**src/rtl/vend_pkg.sv**
```systemverilog
// Shared encodings for the coin-vending datapath: coin denominations, fault codes,
// payout FSM states and the request entry carried from the acceptance side.
package vend_pkg;

  typedef enum logic [1:0] {
    COIN_NONE = 2'b00,
    COIN_C5   = 2'b01,
    COIN_C10  = 2'b10,
    COIN_ILL  = 2'b11
  } coin_e;

  typedef enum logic [1:0] {
    FLT_NONE  = 2'b00,
    FLT_MOTOR = 2'b01,
    FLT_COIN  = 2'b10
  } fault_e;

  typedef enum logic [2:0] {
    ST_IDLE,
    ST_LOAD,
    ST_MOTOR,
    ST_HOP_STROBE,
    ST_HOP_WAIT,
    ST_DONE,
    ST_FAULT
  } state_e;

  typedef struct packed {
    logic  item;
    coin_e change;
  } vend_req_t;

  // An illegal change code never reaches the actuators; the item part of the request still stands.
  function automatic coin_e sanitize_change(input logic [1:0] chg);
    return (chg == COIN_ILL) ? COIN_NONE : coin_e'(chg);
  endfunction

endpackage

```
**src/rtl/vend_req_fifo.sv**
```systemverilog
// Synchronous request FIFO; pointers carry one extra wrap bit to tell full from empty.
module vend_req_fifo
  import vend_pkg::*;
#(
  parameter int DEPTH = 4
) (
  input  logic      clk,
  input  logic      rst,
  input  logic      push_i,
  input  vend_req_t wr_data_i,
  input  logic      pop_i,
  output vend_req_t rd_data_o,
  output logic      full_o,
  output logic      empty_o
);

  localparam int AW = $clog2(DEPTH);

  logic [AW:0] wr_ptr_q;
  logic [AW:0] rd_ptr_q;
  vend_req_t   mem_q [DEPTH];

  assign empty_o   = (wr_ptr_q == rd_ptr_q);
  assign full_o    = (wr_ptr_q[AW] != rd_ptr_q[AW]) &&
                     (wr_ptr_q[AW-1:0] == rd_ptr_q[AW-1:0]);
  assign rd_data_o = mem_q[rd_ptr_q[AW-1:0]];

  always_ff @(posedge clk) begin
    if (rst) begin
      wr_ptr_q <= '0;
      rd_ptr_q <= '0;
    end else begin
      if (push_i && !full_o)  wr_ptr_q <= wr_ptr_q + (AW+1)'(1);
      if (pop_i  && !empty_o) rd_ptr_q <= rd_ptr_q + (AW+1)'(1);
    end
  end

  always_ff @(posedge clk) begin
    if (push_i && !full_o) mem_q[wr_ptr_q[AW-1:0]] <= wr_data_i;
  end

endmodule

```
**src/rtl/vend_payout_ctrl.sv**
```systemverilog
// Payout sequencer: queues dispense/change requests and drives the item motor and coin
// hopper one entry at a time, with per-actuator timeouts that latch a sticky fault.
module vend_payout_ctrl
  import vend_pkg::*;
#(
  parameter int DEPTH         = 4,
  parameter int MOTOR_TIMEOUT = 1000,
  parameter int COIN_PULSE    = 4,
  parameter int COIN_TIMEOUT  = 200
) (
  input  logic       clk,
  input  logic       rst,
  input  logic       req_item,
  input  logic [1:0] req_change,
  output logic       ready,
  output logic       motor_en,
  input  logic       motor_done,
  output logic       hopper_5,
  output logic       hopper_10,
  input  logic       coin_sense,
  output logic       vend_done,
  output logic       busy,
  output logic       fault,
  output logic [1:0] fault_code,
  output logic       illegal,
  output logic [7:0] drop_cnt
);

  localparam int MAX_T = (MOTOR_TIMEOUT > COIN_TIMEOUT)
                       ? ((MOTOR_TIMEOUT > COIN_PULSE) ? MOTOR_TIMEOUT : COIN_PULSE)
                       : ((COIN_TIMEOUT  > COIN_PULSE) ? COIN_TIMEOUT  : COIN_PULSE);
  localparam int CNT_W = $clog2(MAX_T) + 1;

  // Counters start at 0 on state entry, so the last permitted cycle is limit-1.
  localparam logic [CNT_W-1:0] MOTOR_LAST = CNT_W'(MOTOR_TIMEOUT - 1);
  localparam logic [CNT_W-1:0] PULSE_LAST = CNT_W'(COIN_PULSE - 1);
  localparam logic [CNT_W-1:0] COIN_LAST  = CNT_W'(COIN_TIMEOUT - 1);

  state_e           state_q, state_d;
  logic [CNT_W-1:0] cnt_q, cnt_d;
  logic             coin_seen_q, coin_seen_d;
  fault_e           fault_code_q, fault_code_d;
  vend_req_t        ent_q, ent_d;
  logic             illegal_q;
  logic [7:0]       drop_cnt_q;

  logic      push_req;
  logic      pop;
  logic      fifo_full;
  logic      fifo_empty;
  vend_req_t fifo_rd;
  vend_req_t push_ent;

  assign push_req = req_item || (req_change == COIN_C5) || (req_change == COIN_C10);
  assign ready    = !fifo_full && (state_q != ST_FAULT);
  assign pop      = (state_q == ST_IDLE) && !fifo_empty;

  always_comb begin
    push_ent        = '0;
    push_ent.item   = req_item;
    push_ent.change = sanitize_change(req_change);
  end

  vend_req_fifo #(.DEPTH(DEPTH)) u_fifo (
    .clk       (clk),
    .rst       (rst),
    .push_i    (push_req && ready),
    .wr_data_i (push_ent),
    .pop_i     (pop),
    .rd_data_o (fifo_rd),
    .full_o    (fifo_full),
    .empty_o   (fifo_empty)
  );

  always_comb begin
    state_d      = state_q;
    cnt_d        = cnt_q + CNT_W'(1);
    coin_seen_d  = coin_seen_q;
    fault_code_d = fault_code_q;
    ent_d        = ent_q;
    motor_en     = 1'b0;
    hopper_5     = 1'b0;
    hopper_10    = 1'b0;
    vend_done    = 1'b0;

    unique case (state_q)
      ST_IDLE: begin
        if (!fifo_empty) begin
          state_d = ST_LOAD;
          ent_d   = fifo_rd;
        end
      end
      ST_LOAD: begin
        if (ent_q.item)                     state_d = ST_MOTOR;
        else if (ent_q.change != COIN_NONE) state_d = ST_HOP_STROBE;
        else                                state_d = ST_DONE;
      end
      ST_MOTOR: begin
        motor_en = 1'b1;
        if (motor_done) begin
          state_d = (ent_q.change != COIN_NONE) ? ST_HOP_STROBE : ST_DONE;
        end else if (cnt_q == MOTOR_LAST) begin
          state_d      = ST_FAULT;
          fault_code_d = FLT_MOTOR;
        end
      end
      ST_HOP_STROBE: begin
        hopper_5  = (ent_q.change == COIN_C5);
        hopper_10 = (ent_q.change == COIN_C10);
        if (coin_sense) coin_seen_d = 1'b1;
        // A coin sensed while the strobe is still high already completes the payout.
        if (cnt_q == PULSE_LAST) begin
          state_d = (coin_seen_q || coin_sense) ? ST_DONE : ST_HOP_WAIT;
        end
      end
      ST_HOP_WAIT: begin
        if (coin_sense) begin
          state_d = ST_DONE;
        end else if (cnt_q == COIN_LAST) begin
          state_d      = ST_FAULT;
          fault_code_d = FLT_COIN;
        end
      end
      ST_DONE: begin
        vend_done = 1'b1;
        state_d   = ST_IDLE;
      end
      ST_FAULT: begin
        state_d = ST_FAULT;
      end
      default: begin
        state_d = ST_IDLE;
      end
    endcase

    if (state_d != state_q) cnt_d = '0;
    if ((state_d == ST_HOP_STROBE) && (state_q != ST_HOP_STROBE)) coin_seen_d = 1'b0;
  end

  always_ff @(posedge clk) begin
    if (rst) begin
      state_q      <= ST_IDLE;
      cnt_q        <= '0;
      coin_seen_q  <= 1'b0;
      fault_code_q <= FLT_NONE;
      illegal_q    <= 1'b0;
      drop_cnt_q   <= '0;
    end else begin
      state_q      <= state_d;
      cnt_q        <= cnt_d;
      coin_seen_q  <= coin_seen_d;
      fault_code_q <= fault_code_d;
      illegal_q    <= (req_change == COIN_ILL);
      if (push_req && !ready && (drop_cnt_q != 8'hFF)) drop_cnt_q <= drop_cnt_q + 8'd1;
    end
  end

  always_ff @(posedge clk) begin
    ent_q <= ent_d;
  end

  assign busy       = (state_q != ST_IDLE);
  assign fault      = (fault_code_q != FLT_NONE);
  assign fault_code = fault_code_q;
  assign illegal    = illegal_q;
  assign drop_cnt   = drop_cnt_q;

endmodule
```
**config.mk**
```make
export PLATFORM = sky130hd
export DESIGN_NAME = vend_payout_ctrl
export DESIGN_NICKNAME = d
export VERILOG_FILES = /design/src/rtl/vend_pkg.sv /design/src/rtl/vend_req_fifo.sv /design/src/rtl/vend_payout_ctrl.sv
export SDC_FILE = /design/constraint.sdc
export NUM_CORES = 1
export LEC_CHECK = 0
export ABC_AREA = 1
export BUFFER_PORTS_ARGS = -buffer_cell sky130_fd_sc_hd__buf_2
export CORE_ASPECT_RATIO = 0.6
export CORE_UTILIZATION = 40
export CTS_CLUSTER_DIAMETER = 40
export DETAILED_ROUTE_END_ITERATION = 6
export SETUP_SLACK_MARGIN = 0.4
export SLEW_MARGIN = 15
export SYNTH_ARGS = -nofsm -noshare
export SYNTH_HDL_FRONTEND = slang
export SYNTH_HIERARCHICAL = 1
export SYNTH_SLANG_ARGS = --single-unit
```
**constraint.sdc**
```tcl
create_clock -name clk -period 5.8 [get_ports clk]
set_clock_uncertainty 0.1 [all_clocks]
set_input_delay 0 -clock clk [delete_from_list [all_inputs] [get_ports clk]]
set_output_delay 0 -clock clk [all_outputs]
set_load 0.005 [all_outputs]
```
==> run summary, run 1 <==
Post-synth ARST share - 0
switching portion of total power - 0.431
Max IR drop VDD - 149 uV
CP max stage delay - 0.42 ns
Distinct cells, synth - 31
WHS - 0.0296 ns
Flop pwr share - 0.420
gr usage total - 0.174
Power, Total - 0.00116 W
post-synthesis sequential area ratio - 0.424
CP max stage cell - dfxtp_1
crit end category - flip-flop
Clk Latency, worst-skew pair - 0.31 ns
crit path cell chain - inv_1, nand2_1, nand2_2, nand3_4, inv_1, inv_1, nand2_1, a21oi_1, nand2_1, nor2_1
Sw Pwr - 0.000499 W
post-DP HPWL - 4.24 mm
Remaining Overflow, GRT - 0
CP Launch Type - flip-flop
CTS Buf Count - 5
Cell Area, Synth - 0.00267 sq mm
Final period util - 0.387
critical path data required time - 5.69 ns
Mean Syn Cell Area - 7.92 sq um
Routed WL - 5.54 mm
total negative slack - 0 ns
Cells after Synth - 337
clock share of power - 0.180
Finished Layout Cells - 454
1st-iter DRT viols - 127
gpl congestion - 0.820
clock buffer depth - 2
R2R Setup Slk - 3.56 ns
worst-margin pin slew - 0.596 ns
initial antenna violation count - 0
I/O pins - 25
length of the first detailed-routing pass in iterations - 5
Post-synth EDFFs - 15
dpl ws - 3.58 ns
Die X - 107 um
Cell Count Post-Placement - 440
Nets - 384
Post-CTS Setup Inserts - 0
leakage - 1.31 nW
Area Growth Syn to Fin - 12.1%
Worst EP arrival - 2.13 ns
DRT antenna net count - 0
FP Rows - 22
Final Hold Vio Count - 0
Final setup viols - 0
clock sink count - 49
Avg WL per Cell - 12.2 um
mean number of vias per cell - 4.78
first-pass GRT wire length - 9.43 mm
vias in the first global route - 1981
clock-pin slew on the worst setup and hold paths - 0.10 ns
Post-route DRC - 0
Synth Flop Type - dfxtp_1
Period minus WS final - 2.24 ns
vias - 2171
H-tree levels - 2
pins over their slew limit - 0
Int Power - 0.000660 W
final setup margin - 3.56 ns
maximum clock frequency - 446 MHz
Die Area - 0.00701 sq mm
PortBufs - 24
Power Dens Cells - 388 mW/mm^2
Inserted Diodes - 0
CP Max Fanout - 7
worst rel slew slack - 0.602
status - complete, no violations
Hold WC Path Type - in2reg
RSZ-0062 raised after global routing - false
CTS tree - built
Net Count, Synth - 352
ratio of cells with drive above 1 in the final layout - 0.186
Starting Density - 0.425
core region area - 0.00628 sq mm
largest net degree at the start of global routing - 18
synthesis-stage register bit count - 49
maxcap violations - 0
Comb power frac - 0.400
Die Height - 65.3 um
kind of critical path - reg2reg
Synth Warn # - 6
CTS root buf - clkbuf_8
[cells by family (layout without fill, tap and decap cells)]
| kind of cell | after synthesis | after routing | synth area share |
|---|---|---|---|
| AND/OR/NAND/NOR | 182 | 182 | 0.339 |
| adder cells (fa/ha/maj) | 8 | 8 | 0.0375 |
| buffers and inverters | 52 | 85 | 0.0872 |
| XOR/XNOR | 12 | 12 | 0.0394 |
| flip-flops | 49 | 49 | 0.424 |
| AO/OA/AOI/OAI | 34 | 34 | 0.0727 |
[cell usage in the layout, fill, tap and decap left out, drive strengths merged, types with 6 or more instances in the layout]
cell type	instances
a21oi	16
inv	48
nand2	77
nor3	20
ha	8
nor2	47
xor2	8
o21ai	12
edfxtp	15
nand3	28
dlygate4sd3	6
buf	24
dfxtp	34
[critical path, delay by kind of cell (launching register included)]
family | cells | cell delay [ns]
compound gates | 1 | 0.39
buf+inv | 3 | 0.21
simple gates | 6 | 0.82
flops | 1 | 0.42
[flip-flops by register name, summed over array words and instances (netlist names), named ones only]
register and count:
state_q 3, coin_seen_q 1, drop_cnt 8, fault_code 2, ent_q 3, u_fifo/wr_ptr_q 3, illegal 1, cnt_q 11
u_fifo/rd_ptr_q 3, u_fifo/mem_q 12
[path summary, 6_finish.rpt]
kind,from,endpoint,cells past startpoint
max,u_fifo/wr_ptr_q[1],u_fifo/mem_q[0][2],10
min,coin_sense,state_q[0],5
max reg2reg,u_fifo/wr_ptr_q[1],u_fifo/mem_q[0][2],10
min reg2reg,coin_seen_q,coin_seen_q,2
[area by class of cell]
class | count | area (sq um)
Inverter | 47 | 176
Tap cell | 84 | 105
Fill cell | 614 | 3280
Clock inverter | 3 | 25.0
Clock buffer | 5 | 68.8
Multi-Input combinational cell | 236 | 1310
Sequential cell | 49 | 1130
Timing Repair Buffer | 30 | 180
[layer usage]
metal  vias to the layer above  share of wire  global-route usage
met5                         -              0                   0
met3                         4          0.062              0.0397
met2                        67           0.36               0.223
met4                         0         0.0072              0.0565
li1                       1154              -                   -
met1                       946           0.57               0.276
[Yosys cell counts (2+ instances only)]
master,count,share of area
nand3_4,2,0.013
xor2_1,8,0.026
nand3_1,24,0.045
nand2_1,69,0.097
edfxtp_1,15,0.17
o22ai_1,3,0.0070
nor3_2,11,0.041
ha_1,8,0.038
nand2_2,7,0.016
nand4_1,5,0.012
a21oi_1,16,0.030
nor2_1,41,0.058
nand3_2,2,0.0075
nand3b_1,2,0.0056
inv_1,41,0.058
xnor2_1,4,0.013
buf_6,5,0.021
nor2_2,5,0.012
inv_2,6,0.0084
nor3_1,9,0.017
o21ai_0,11,0.021
dfxtp_1,34,0.26
[metrics by stage]
step / util / cell area [sq um]
after global placement: 0.452 / 2840
after detailed placement: 0.452 / 2840
after CTS: 0.477 / 2990
after floorplan: - / 2670
final: 0.477 / 2990
after global routing: 0.477 / 2990
[power by group through the flow]
stage / sequential, W / combinational [W] / clock [W]
after floorplan: 0.000470 / 0.000393 / 0
after global placement: 0.000496 / 0.000451 / 0
after detailed placement: 0.000495 / 0.000458 / 0
after CTS: 0.000486 / 0.000462 / 0.000220
after global routing: 0.000497 / 0.000522 / 0.000234
final: 0.000487 / 0.000463 / 0.000209
[repair_timing]
action | in CTS | in global routing
gates resized for setup | 0 | 0
hold buffers | 6 | 0
setup endpoints to repair | 0 | 0
hold endpoints to repair | 15 | 0
Power figures use the tool's default switching activity.
==> run 2, diff against run 1 <==
Clock period 5.8 ns to 2.07 ns, I/O delays scaled along.
==> run 2 against run 1 <==
Via count is 6.4% higher. Global-route usage is 0.75 points higher. Routed wire length is 10% higher. First-iteration DRC count is 31% lower. Cell count is 4.8% higher. Combinational power grew to 4.1 times the previous value. Largest cell class unchanged. Highest routed layer unchanged.
==> run summary, run 2 (synthesized netlist as in run 1, its figures left out) <==
ratio of cells with drive above 1 in the final layout - 0.370
commonest cells after routing, fill and taps aside - nand2_1, nor2_1, inv_1
largest net degree at the start of global routing - 18
I/O pins - 25
Starting Density - 0.425
first-pass GRT wire length - 9.74 mm
vias in the first global route - 2015
Remaining Overflow, GRT - 0
critical path buffer and inverter count - 2
Die X - 107 um
CP max stage delay - 0.38 ns
gr usage total - 0.182
DRT antenna net count - 0
max reg flops - 12
post-DP HPWL - 4.22 mm
crit path cell chain - inv_2, nand3_2, inv_2, nand2_2, nand2_2, nor2_4, nand2_2, nand2_2, nand2_2, nand3_4, nor3_2
DP Area - 0.00289 sq mm
length of the first detailed-routing pass in iterations - 4
Finished Layout Cells - 476
Period minus WS final - 1.71 ns
crit end category - flip-flop
Worst path top cell family by delay - simple AND/OR/NAND/NOR gates
Die Area - 0.00701 sq mm
Clk Latency, worst-skew pair - 0.31 ns
Avg WL per Cell - 12.8 um
CP max stage cell - dfxtp_4
clock sink count - 49
critical path data required time - 2.21 ns
clock buffer depth - 2
kind of critical path - reg2reg
Final setup viols - 0
Final Hold Vio Count - 0
commonest non-fill, non-tap cell in the layout - nand2_1
pins over their slew limit - 0
1st-iter DRT viols - 87
initial antenna violation count - 0
Max IR drop VDD - 383 uV
Cell Count Post-Placement - 444
Power, Total - 0.00391 W
Final Cell Area - 0.00340 sq mm
maxcap violations - 0
Hold Path Cell Cnt - 4
Post-route DRC - 0
maximum clock frequency - 584 MHz
Final period util - 0.828
status - complete, no violations
CP Launch Type - flip-flop
R2R depth - 11
clock-pin slew on the worst setup and hold paths - 0.10 ns
Inserted Diodes - 0
Worst EP arrival - 1.85 ns
FILL cells - 587
crit-path most repeated cell - nand2_2
worst rel slew slack - 0.676
CTS Buf Count - 5
gpl congestion - 0.879
Hold WC Path Type - in2reg
CTS tree - built
mean number of vias per cell - 4.85
core region area - 0.00628 sq mm
CTS root buf - clkbuf_8
Area Growth Syn to Fin - 27.3%
H-tree levels - 2
FP Rows - 22
vias - 2310
RSZ-0062 raised after global routing - true
PortBufs - 24
worst-margin pin slew - 0.486 ns
total negative slack - 0 ns
Die Height - 65.3 um
Nets - 406
leakage - 1.44 nW
stages on the worst setup path - 11
Routed WL - 6.10 mm
CP Max Fanout - 7
Power Dens Cells - 1150 mW/mm^2
-- run 2: changes by cell type in the layout (fill, tap and decap cells not counted), moves of 6 or more --
| cell | delta |
|---|---|
| nor2_1 | -8 |
| nand2_2 | +9 |
| inv_1 | -9 |
| nand2_1 | -14 |
| nor2_4 | +6 |
| dfxtp_1 | -14 |
| buf_4 | +18 |
| dfxtp_4 | +9 |
| inv_2 | +6 |
-- run 2: area by class of cell --
class                           count  area, sq um  area share
Timing Repair Buffer               51          350       0.103
Clock buffer                        5         68.8      0.0203
Multi-Input combinational cell    237         1490       0.440
Sequential cell                    49         1170       0.345
Clock inverter                      3         25.0     0.00736
Tap cell                           84          105      0.0309
Inverter                           47          184      0.0541
-- run 2: worst paths after layout --
path | endpoint | startpoint | slack, ns
worst max-delay path | cnt_q[3] | state_q[0] | 0.36
worst min-delay path | coin_seen_q | coin_sense | 0.02
worst max register to register | cnt_q[3] | state_q[0] | 0.36
worst min register to register | coin_seen_q | coin_seen_q | 0.36
-- run 2: where the power goes --
part	internal [W]	switching (W)
logic	0.000752	0.00117
clock network	0.000247	0.000346
registers	0.00122	0.000171
-- run 2: routing by layer --
metal / wire length [um] / GRT usage / vias up / share of wire
met3: 313 / 0.0476 / 4 / 0.051
met2: 2380 / 0.242 / 51 / 0.39
met1: 3380 / 0.282 / 1052 / 0.55
met4: 27 / 0.0462 / 0 / 0.0044
met5: 0 / 0 / - / 0
li1: - / - / 1203 / -
-- run 2: tightest hold or removal path: stages --
cell	delay, ns
buf_2	0.12
or2_1	0.12
nand2_1	0.05
a21oi_1	0.10
-- run 2: per-stage QoR --
| stage | worst slack [ns] | hold slack [ns] | utilization |
|---|---|---|---|
| after global placement | 0.199 | 0.137 | 0.461 |
| final | 0.357 | 0.0222 | 0.541 |
| after CTS | 0.395 | 0.00881 | 0.520 |
| after global routing | 0.274 | 0.0311 | 0.541 |
| after detailed placement | 0.130 | 0.141 | 0.461 |
| after floorplan | 0.406 | -0.00113 | - |
-- run 2: timing repair --
action / CTS / global route
hold endpoints to repair: 15 / 0
gates cloned: 2 / 0
endpoints found under the setup margin: 35 / 35
setup buffers: 12 / 5
resized for setup: 42 / 32
pin swaps: 15 / 15
hold buffers: 5 / 0
